### config.mk
export PLATFORM = sky130hd
export DESIGN_NAME = sram_bus_arbiter
export DESIGN_NICKNAME = d
export VERILOG_FILES = /design/src/rtl/sram_bus_arbiter.sv
export SDC_FILE = /design/constraint.sdc
export NUM_CORES = 1
export LEC_CHECK = 0
export BUFFER_PORTS_ARGS = -buffer_cell sky130_fd_sc_hd__buf_4
export CORE_AREA = 5 5 119 121
export CTS_CLUSTER_SIZE = 28
export DETAILED_ROUTE_END_ITERATION = 16
export DIE_AREA = 0 0 124 126
export PLACE_DENSITY = 0.55
export SKIP_CTS_REPAIR_TIMING = 1
export SYNTH_ARGS = -nofsm -noshare
export SYNTH_HDL_FRONTEND = slang
export SYNTH_SLANG_ARGS = --single-unit
export TNS_END_PERCENT = 50
### constraint.sdc
create_clock -name Clk -period 3 [get_ports Clk]
set_clock_uncertainty 0.05 [all_clocks]
set_input_delay 0.45 -clock Clk [delete_from_list [all_inputs] [get_ports Clk]]
set_output_delay 0.45 -clock Clk [all_outputs]
set_load 0.005 [all_outputs]
### src/rtl/sram_bus_arbiter.sv
// ---------------------------------------------------------------------------
// Module   : sram_bus_arbiter
// Purpose  : Shares one SRAM-like port between the I-fetch and D requesters.
//            D has priority, and the grant stays locked until the address
//            handshake completes. Data returns are routed back in issue order.
// Revision : 1.0  initial release
// ---------------------------------------------------------------------------
`default_nettype none

module sram_bus_arbiter #(
  parameter int MAX_OUT = 2,
  parameter int CNT_W   = 3
) (
  input  logic             Clk,
  input  logic             reset,
  input  logic             i_req,
  input  logic             i_wr,
  input  logic [1:0]       i_size,
  input  logic [31:0]      i_addr,
  input  logic [31:0]      i_wdata,
  output logic             i_addr_ok,
  output logic             i_data_ok,
  output logic [31:0]      i_rdata,
  input  logic             d_req,
  input  logic             d_wr,
  input  logic [1:0]       d_size,
  input  logic [31:0]      d_addr,
  input  logic [31:0]      d_wdata,
  output logic             d_addr_ok,
  output logic             d_data_ok,
  output logic [31:0]      d_rdata,
  output logic             m_req,
  output logic             m_wr,
  output logic [1:0]       m_size,
  output logic [31:0]      m_addr,
  output logic [31:0]      m_wdata,
  input  logic             m_addr_ok,
  input  logic             m_data_ok,
  input  logic [31:0]      m_rdata,
  output logic [CNT_W-1:0] out_cnt,
  output logic             busy
);

  localparam int PTR_W = (MAX_OUT > 1) ? $clog2(MAX_OUT) : 1;

  typedef enum logic [1:0] {
    IDLE   = 2'd0,
    LOCK_I = 2'd1,
    LOCK_D = 2'd2
  } state_t;

  state_t             state_q, state_d;
  logic [PTR_W-1:0]   wptr_q, wptr_d, rptr_q, rptr_d;
  logic [MAX_OUT-1:0] fifo_q;
  logic [CNT_W-1:0]   cnt_q, cnt_d;
  logic               full, empty, push, pop, head, gnt_i, gnt_d;

  function automatic logic [PTR_W-1:0] ptr_inc(input logic [PTR_W-1:0] p);
    return (p == PTR_W'(MAX_OUT - 1)) ? '0 : p + PTR_W'(1);
  endfunction

  assign empty = (cnt_q == '0);
  assign full  = (cnt_q == CNT_W'(MAX_OUT));
  assign head  = fifo_q[rptr_q];
  assign pop   = m_data_ok & ~empty & ~reset;

  always_comb begin
    gnt_i   = 1'b0;
    gnt_d   = 1'b0;
    state_d = state_q;
    case (state_q)
      IDLE: begin
        // A pop from a full FIFO frees a slot in the same cycle.
        if (!reset && (!full || pop)) begin
          if (d_req)      gnt_d = 1'b1;
          else if (i_req) gnt_i = 1'b1;
        end
        if (gnt_d && !m_addr_ok)      state_d = LOCK_D;
        else if (gnt_i && !m_addr_ok) state_d = LOCK_I;
      end
      LOCK_I: begin
        gnt_i = ~reset;
        if (m_addr_ok) state_d = IDLE;
      end
      LOCK_D: begin
        gnt_d = ~reset;
        if (m_addr_ok) state_d = IDLE;
      end
      default: state_d = IDLE;
    endcase
  end

  always_comb begin
    m_req   = (gnt_i & i_req) | (gnt_d & d_req);
    m_wr    = 1'b0;
    m_size  = 2'd0;
    m_addr  = '0;
    m_wdata = '0;
    if (gnt_d) begin
      m_wr    = d_wr;
      m_size  = d_size;
      m_addr  = d_addr;
      m_wdata = d_wdata;
    end else if (gnt_i) begin
      m_wr    = i_wr;
      m_size  = i_size;
      m_addr  = i_addr;
      m_wdata = i_wdata;
    end
  end

  assign push      = m_addr_ok & m_req;
  assign i_addr_ok = push & gnt_i;
  assign d_addr_ok = push & gnt_d;
  assign i_data_ok = pop & ~head;
  assign d_data_ok = pop & head;
  assign i_rdata   = i_data_ok ? m_rdata : '0;
  assign d_rdata   = d_data_ok ? m_rdata : '0;

  always_comb begin
    wptr_d = push ? ptr_inc(wptr_q) : wptr_q;
    rptr_d = pop  ? ptr_inc(rptr_q) : rptr_q;
    cnt_d  = cnt_q;
    case ({push, pop})
      2'b10:   cnt_d = cnt_q + CNT_W'(1);
      2'b01:   cnt_d = cnt_q - CNT_W'(1);
      default: cnt_d = cnt_q;
    endcase
  end

  always_ff @(posedge Clk) begin
    if (reset) begin
      state_q <= IDLE;
      wptr_q  <= '0;
      rptr_q  <= '0;
      cnt_q   <= '0;
      fifo_q  <= '0;
    end else begin
      state_q <= state_d;
      wptr_q  <= wptr_d;
      rptr_q  <= rptr_d;
      cnt_q   <= cnt_d;
      if (push) fifo_q[wptr_q] <= gnt_d;
    end
  end

  assign out_cnt = cnt_q;
  assign busy    = (cnt_q != '0) || (state_q != IDLE);

endmodule

`default_nettype wire

==> impl_metrics.tcl, run 1 <==
set metrics [dict create \
    run_status "finished, final reports clean" \
    first_global_vias 3187 \
    path_clk_slew_ns 0.04 \
    rsz0062_at_grt "no" \
    root_buffer "clkbuf_16" \
    start_util_pct 13.6 \
    vias 3109 \
    fin_crit_sh_pct 95.8 \
    port_buffers 311 \
    ys_warn_count 0 \
    cp_max_fo 34 \
    p_per_area_mw_per_mm2 235 \
    worstSetupStartpointType "flop" \
    crit_family "compound AO/OA/AOI/OAI gates" \
    n_antenna_cell 0 \
    grt_usage_pct 14.4 \
    slew_headroom_pct 55.7 \
    yosys_register_bits 9 \
    synth_area_per_cell_um2 7.53 \
    worstMarginPinSlew_ns 0.651 \
    routabilityCongestion 0.903 \
    die_x_um 124 \
    grt_first_pass_wirelength_um 17700 \
    maxCapViolations 0 \
    netlist_top_cells_area "a22o_1, and2_1, and3_1" \
    synth_ff_type "dfxtp_1" \
    peakVddDrop_mv 0.151 \
    syn_nets 411 \
    synth_common_cells "a22o_1, and2_1, and3_1" \
    synthDominantCellAreaShare_pct 33.3 \
    hold_path_class "input port to flop" \
    crit_path_top_delay_cell "or4b_4" \
    path_cells "or4b_4, buf_4, a31o_2, a21oi_4, buf_12, a22o_1, buf_4" \
    insertion_delay_ns 0.24 \
    dp_hpwl_um 10700 \
    via_per_inst 4.39 \
    cts_tree "done" \
    async_flop_share_pct 0 \
    io_pins 312 \
    endpoint_kind "output port" \
    rows 42 \
    htreeDepth 1 \
    timing.fmax_mhz 348 \
    yosysSeqAreaShare_pct 10.2 \
    hold_viol_final 0 \
    grt_overflow 0 \
    totalWireLength_um 12900 \
    dieArea_mm2 0.0156 \
    fin_nets 710 \
    antenna_found_initial 0 \
    core_mm2 0.0130 \
    die_h_um 126 \
    leakagePower_uw 0.00245 \
    avgRoutedWirePerCell_um 18.2 \
    crit_path_max_incr_delay_ns 0.56 \
    nFillCells 1371 \
    tns_ns 0 \
    timing.hold.ws_ns 0.442 \
    synth_edf_count 0 \
    layout-drive-gt1-share_pct 62.2 \
    drc 0 \
    slew_violations 0 \
    yosys.area.top_type "a22o_1" \
    dpl.cell_count 703 \
    period_needed_ns 2.87 \
    synthDistinctLibCells 33 \
    cts.sinks 9 \
    required_ns 2.50 \
    path_buf_inv 3 \
    synthCells 234 \
    fin_util_pct 33.8 \
    cp_common_cell "buf_4" \
    regToRegSetupSlack_ns 0.32 \
    syn_area_mm2 0.00176 \
    setup_violations 0 \
    synth_most_common_cell "a22o_1" \
    area_delta_synth_final_pct 149 \
    first_pass_iters 4 \
    drtIter0Drc 147 \
    instances_no_fill 708 \
    critPathKind "flop to output port" \
    cts_made_buffers 3 \
    grt_max_degree 68 \
    cts_max_path_buffers 2 \
    worstPathArrival_ns 2.37 \
    ant_nets 0 \
]
==> worst reg2reg max path: cells and delay by family (launching register included) <==
family                   cells  cell delay, ns
adder cells (fa/ha/maj)      2            0.56
flip-flops                   1            0.35
XOR/XNOR                     1            0.16
buffers and inverters        1            0.06
AO/OA/AOI/OAI                2            0.47
AND/OR/NAND/NOR              3            0.96
==> layout by cell type (no fill, tap or decap), types with 2 or more instances in the layout <==
| master | instances |
|---|---|
| a31o_2 | 3 |
| nor3_1 | 2 |
| and3_1 | 33 |
| a22o_1 | 67 |
| nor2_1 | 7 |
| clkbuf_16 | 4 |
| o21ai_0 | 5 |
| xor2_1 | 3 |
| and2_1 | 33 |
| nand3_1 | 2 |
| nand2_1 | 4 |
| buf_4 | 317 |
| inv_1 | 7 |
| dfxtp_1 | 9 |
| a21oi_1 | 6 |
| nor2b_1 | 4 |
| nand2b_1 | 3 |
| buf_12 | 2 |
| ha_1 | 4 |
| o311a_1 | 2 |
==> final timing paths <==
path | start | end | depth (start not counted)
hold reg to reg | wptr_q | wptr_q | 1
hold / removal | reset | rptr_q | 2
setup / recovery | out_cnt[0] | m_wdata[24] | 7
setup reg to reg | out_cnt[0] | out_cnt[2] | 9
==> final cells by class <==
cell class	instances	area [um^2]	area share, %
inverter	7	26.3	0.599
clock buffer	4	78.8	1.80
timing repair buffer	320	2440	55.8
tap	176	220	5.02
multi-input combinational	192	1430	32.7
sequential	9	180	4.11
==> stage by stage <==
stage | total power, uW | cell area [um^2] | worst slack (ns)
floorplan | 371 | 1760 | 0.200
global placement | 782 | 4280 | 0.163
detailed placement | 786 | 4280 | 0.149
CTS | 1030 | 4350 | 0.0527
global route | 1090 | 4380 | 0.0344
finish | 1030 | 4380 | 0.127
==> registers in the layout, indices dropped and copies added, names as in the netlist <==
register / flops
out_cnt: 3
fifo_q: 2
state_q: 2
wptr_q: 1
rptr_q: 1
==> report_power, final <==
part	internal [uW]	switching, uW	leakage (uW)
registers	131	11.7	0.0000734
logic	387	259	0.00234
clock network	178	62.9	0.0000382
==> cells by family after synthesis <==
group | count (synthesis) | synth area share (%)
XOR/XNOR | 3 | 1.49
multiplexers | 2 | 1.14
buffers and inverters | 33 | 9.66
AND/OR/NAND/NOR | 93 | 31.6
adder cells (fa/ha/maj) | 5 | 3.98
flip-flops | 9 | 10.2
AO/OA/AOI/OAI | 89 | 41.9
==> metal layers <==
layer | wire length (um) | track usage, % | part of all wire [%] | vias up
met3 | 1460 | 4.04 | 11 | 11
li1 | - | - | - | 1486
met5 | 0 | 0 | 0 | -
met2 | 6620 | 27.0 | 52 | 192
met4 | 227 | 3.87 | 1.8 | 0
met1 | 4540 | 15.4 | 35 | 1420
No activity file was read; power rests on OpenSTA's default activity.
==> run 2, diff against run 1 <==
--- a/config.mk
+++ b/config.mk
@@ -10,6 +10,7 @@
 export CTS_CLUSTER_SIZE = 28
 export DETAILED_ROUTE_END_ITERATION = 16
 export DIE_AREA = 0 0 124 126
+export MAX_ROUTING_LAYER = met4
 export PLACE_DENSITY = 0.55
 export SKIP_CTS_REPAIR_TIMING = 1
 export SYNTH_ARGS = -nofsm -noshare
==> run 2 against run 1 <==
Global-route usage grew 0.41 points. First-iteration DRC count grew 11%. Combinational power is essentially flat. Sequential share of layout area is essentially flat. Routed wire length shrank 0.70%. Cell count is the same. Largest cell class unchanged. Critical path type unchanged. Core utilization is essentially flat. Critical path depth is the same. Worst setup slack lost 0.012 ns. Highest routed layer unchanged.
==> impl_metrics.tcl, run 2 (same netlist as run 1, synthesis figures left out) <==
set metrics [dict create \
    run_status "finished, final reports clean" \
    worstMarginPinSlew_ns 0.657 \
    antenna_found_initial 0 \
    seqCellArea_um2 180 \
    grt_usage_pct 14.8 \
    via_per_inst 4.39 \
    multiInputGateArea_mm2 0.00143 \
    tns_ns 0 \
    p_per_area_mw_per_mm2 234 \
    rsz0062_at_grt "no" \
    rows 42 \
    root_buffer "clkbuf_16" \
    path_clk_slew_ns 0.04 \
    setup_violations 0 \
    dieArea_mm2 0.0156 \
    core_mm2 0.0130 \
    drtIter0Drc 163 \
    cp_max_fo 34 \
    final_common_cell "buf_4" \
    worstSetupStartpointType "flop" \
    htreeDepth 1 \
    endpoint_kind "output port" \
    layout-drive-gt1-share_pct 62.0 \
    fin_nets 710 \
    slew_headroom_pct 55.3 \
    maxCapViolations 0 \
    fin_util_pct 33.7 \
    avgRoutedWirePerCell_um 18.0 \
    grt_overflow 0 \
    cts.sinks 9 \
    first_pass_iters 4 \
    worstPathArrival_ns 2.38 \
    hold_viol_final 0 \
    insertion_delay_ns 0.24 \
    cts_tree "done" \
    slew_violations 0 \
    io_pins 312 \
    hold_path_class "input port to flop" \
    vias 3106 \
    leakagePower_uw 0.00245 \
    first_global_vias 3197 \
    period_needed_ns 2.88 \
    largest_reg_flops 3 \
    die_x_um 124 \
    n_antenna_cell 0 \
    required_ns 2.50 \
    port_buffers 311 \
    die_h_um 126 \
    grt_max_degree 68 \
    nFillCells 1373 \
    layout_common_cells "buf_4, a22o_1, and3_1, and2_1, dfxtp_1" \
    totalWireLength_um 12800 \
    grt_first_pass_wirelength_um 17600 \
    ant_nets 0 \
    dp_hpwl_um 10700 \
    timing.fmax_mhz 347 \
    start_util_pct 13.6 \
    drc 0 \
    critPathKind "flop to output port" \
    cts_made_buffers 3 \
    area_delta_synth_final_pct 149 \
    routabilityCongestion 0.919 \
    fin_crit_sh_pct 96.2 \
    peakVddDrop_mv 0.151 \
    cts_max_path_buffers 2 \
]
[run 2: cell count changes in the layout (fill, tap and decap cells not counted)]
cell,delta
or4b_1,+1
or4b_4,-1
[run 2: critical path, stage by stage, from the launching register on]
cell     delay (ns)
dfxtp_1        0.35
or4b_1         0.58
buf_4          0.18
a31o_2         0.25
a21oi_4        0.21
buf_12         0.22
a22o_1         0.21
buf_4          0.12
[run 2: path summary, 6_finish.rpt]
path | from | to | slack, ns | cells past startpoint
setup / recovery | out_cnt[0] | m_wdata[24] | 0.12 | 7
hold / removal | reset | rptr_q | 0.44 | 2
hold reg to reg | state_q[1] | state_q[1] | 0.48 | 2
setup reg to reg | out_cnt[0] | out_cnt[2] | 0.29 | 9
[run 2: per-layer routing]
metal | track usage [%] | vias to the layer above | share of wire [%] | wire length (um)
met5 | - | - | 0 | 0
li1 | - | 1488 | - | -
met2 | 26.9 | 188 | 52 | 6610
met3 | 3.05 | 11 | 11 | 1350
met1 | 16.1 | 1419 | 36 | 4560
met4 | 3.87 | 0 | 1.9 | 242
[run 2: stage by stage]
| step | total power (uW) | setup WS, ns | cell area [um^2] | hold slack, ns | std cells |
|---|---|---|---|---|---|
| floorplan | 371 | 0.200 | 1760 | 0.411 | 234 |
| global placement | 782 | 0.163 | 4280 | 0.437 | 703 |
| detailed placement | 786 | 0.149 | 4280 | 0.475 | 703 |
| CTS | 1030 | 0.0527 | 4350 | 0.441 | 707 |
| global route | 1090 | 0.0114 | 4380 | 0.463 | 708 |
| finish | 1030 | 0.115 | 4380 | 0.444 | 708 |
[run 2: layout make-up]
class | instances | share of cell area (%)
Clock buffer | 4 | 1.80
Inverter | 7 | 0.600
Multi-Input combinational cell | 192 | 32.6
Sequential cell | 9 | 4.11
Tap cell | 176 | 5.03
Timing Repair Buffer | 320 | 55.8
[run 2: where the power goes]
| part | leakage [uW] | switching [uW] | internal (uW) |
|---|---|---|---|
| combinational | 0.00234 | 257 | 386 |
| sequential | 0.0000734 | 11.6 | 131 |
| clock | 0.0000382 | 62.1 | 178 |
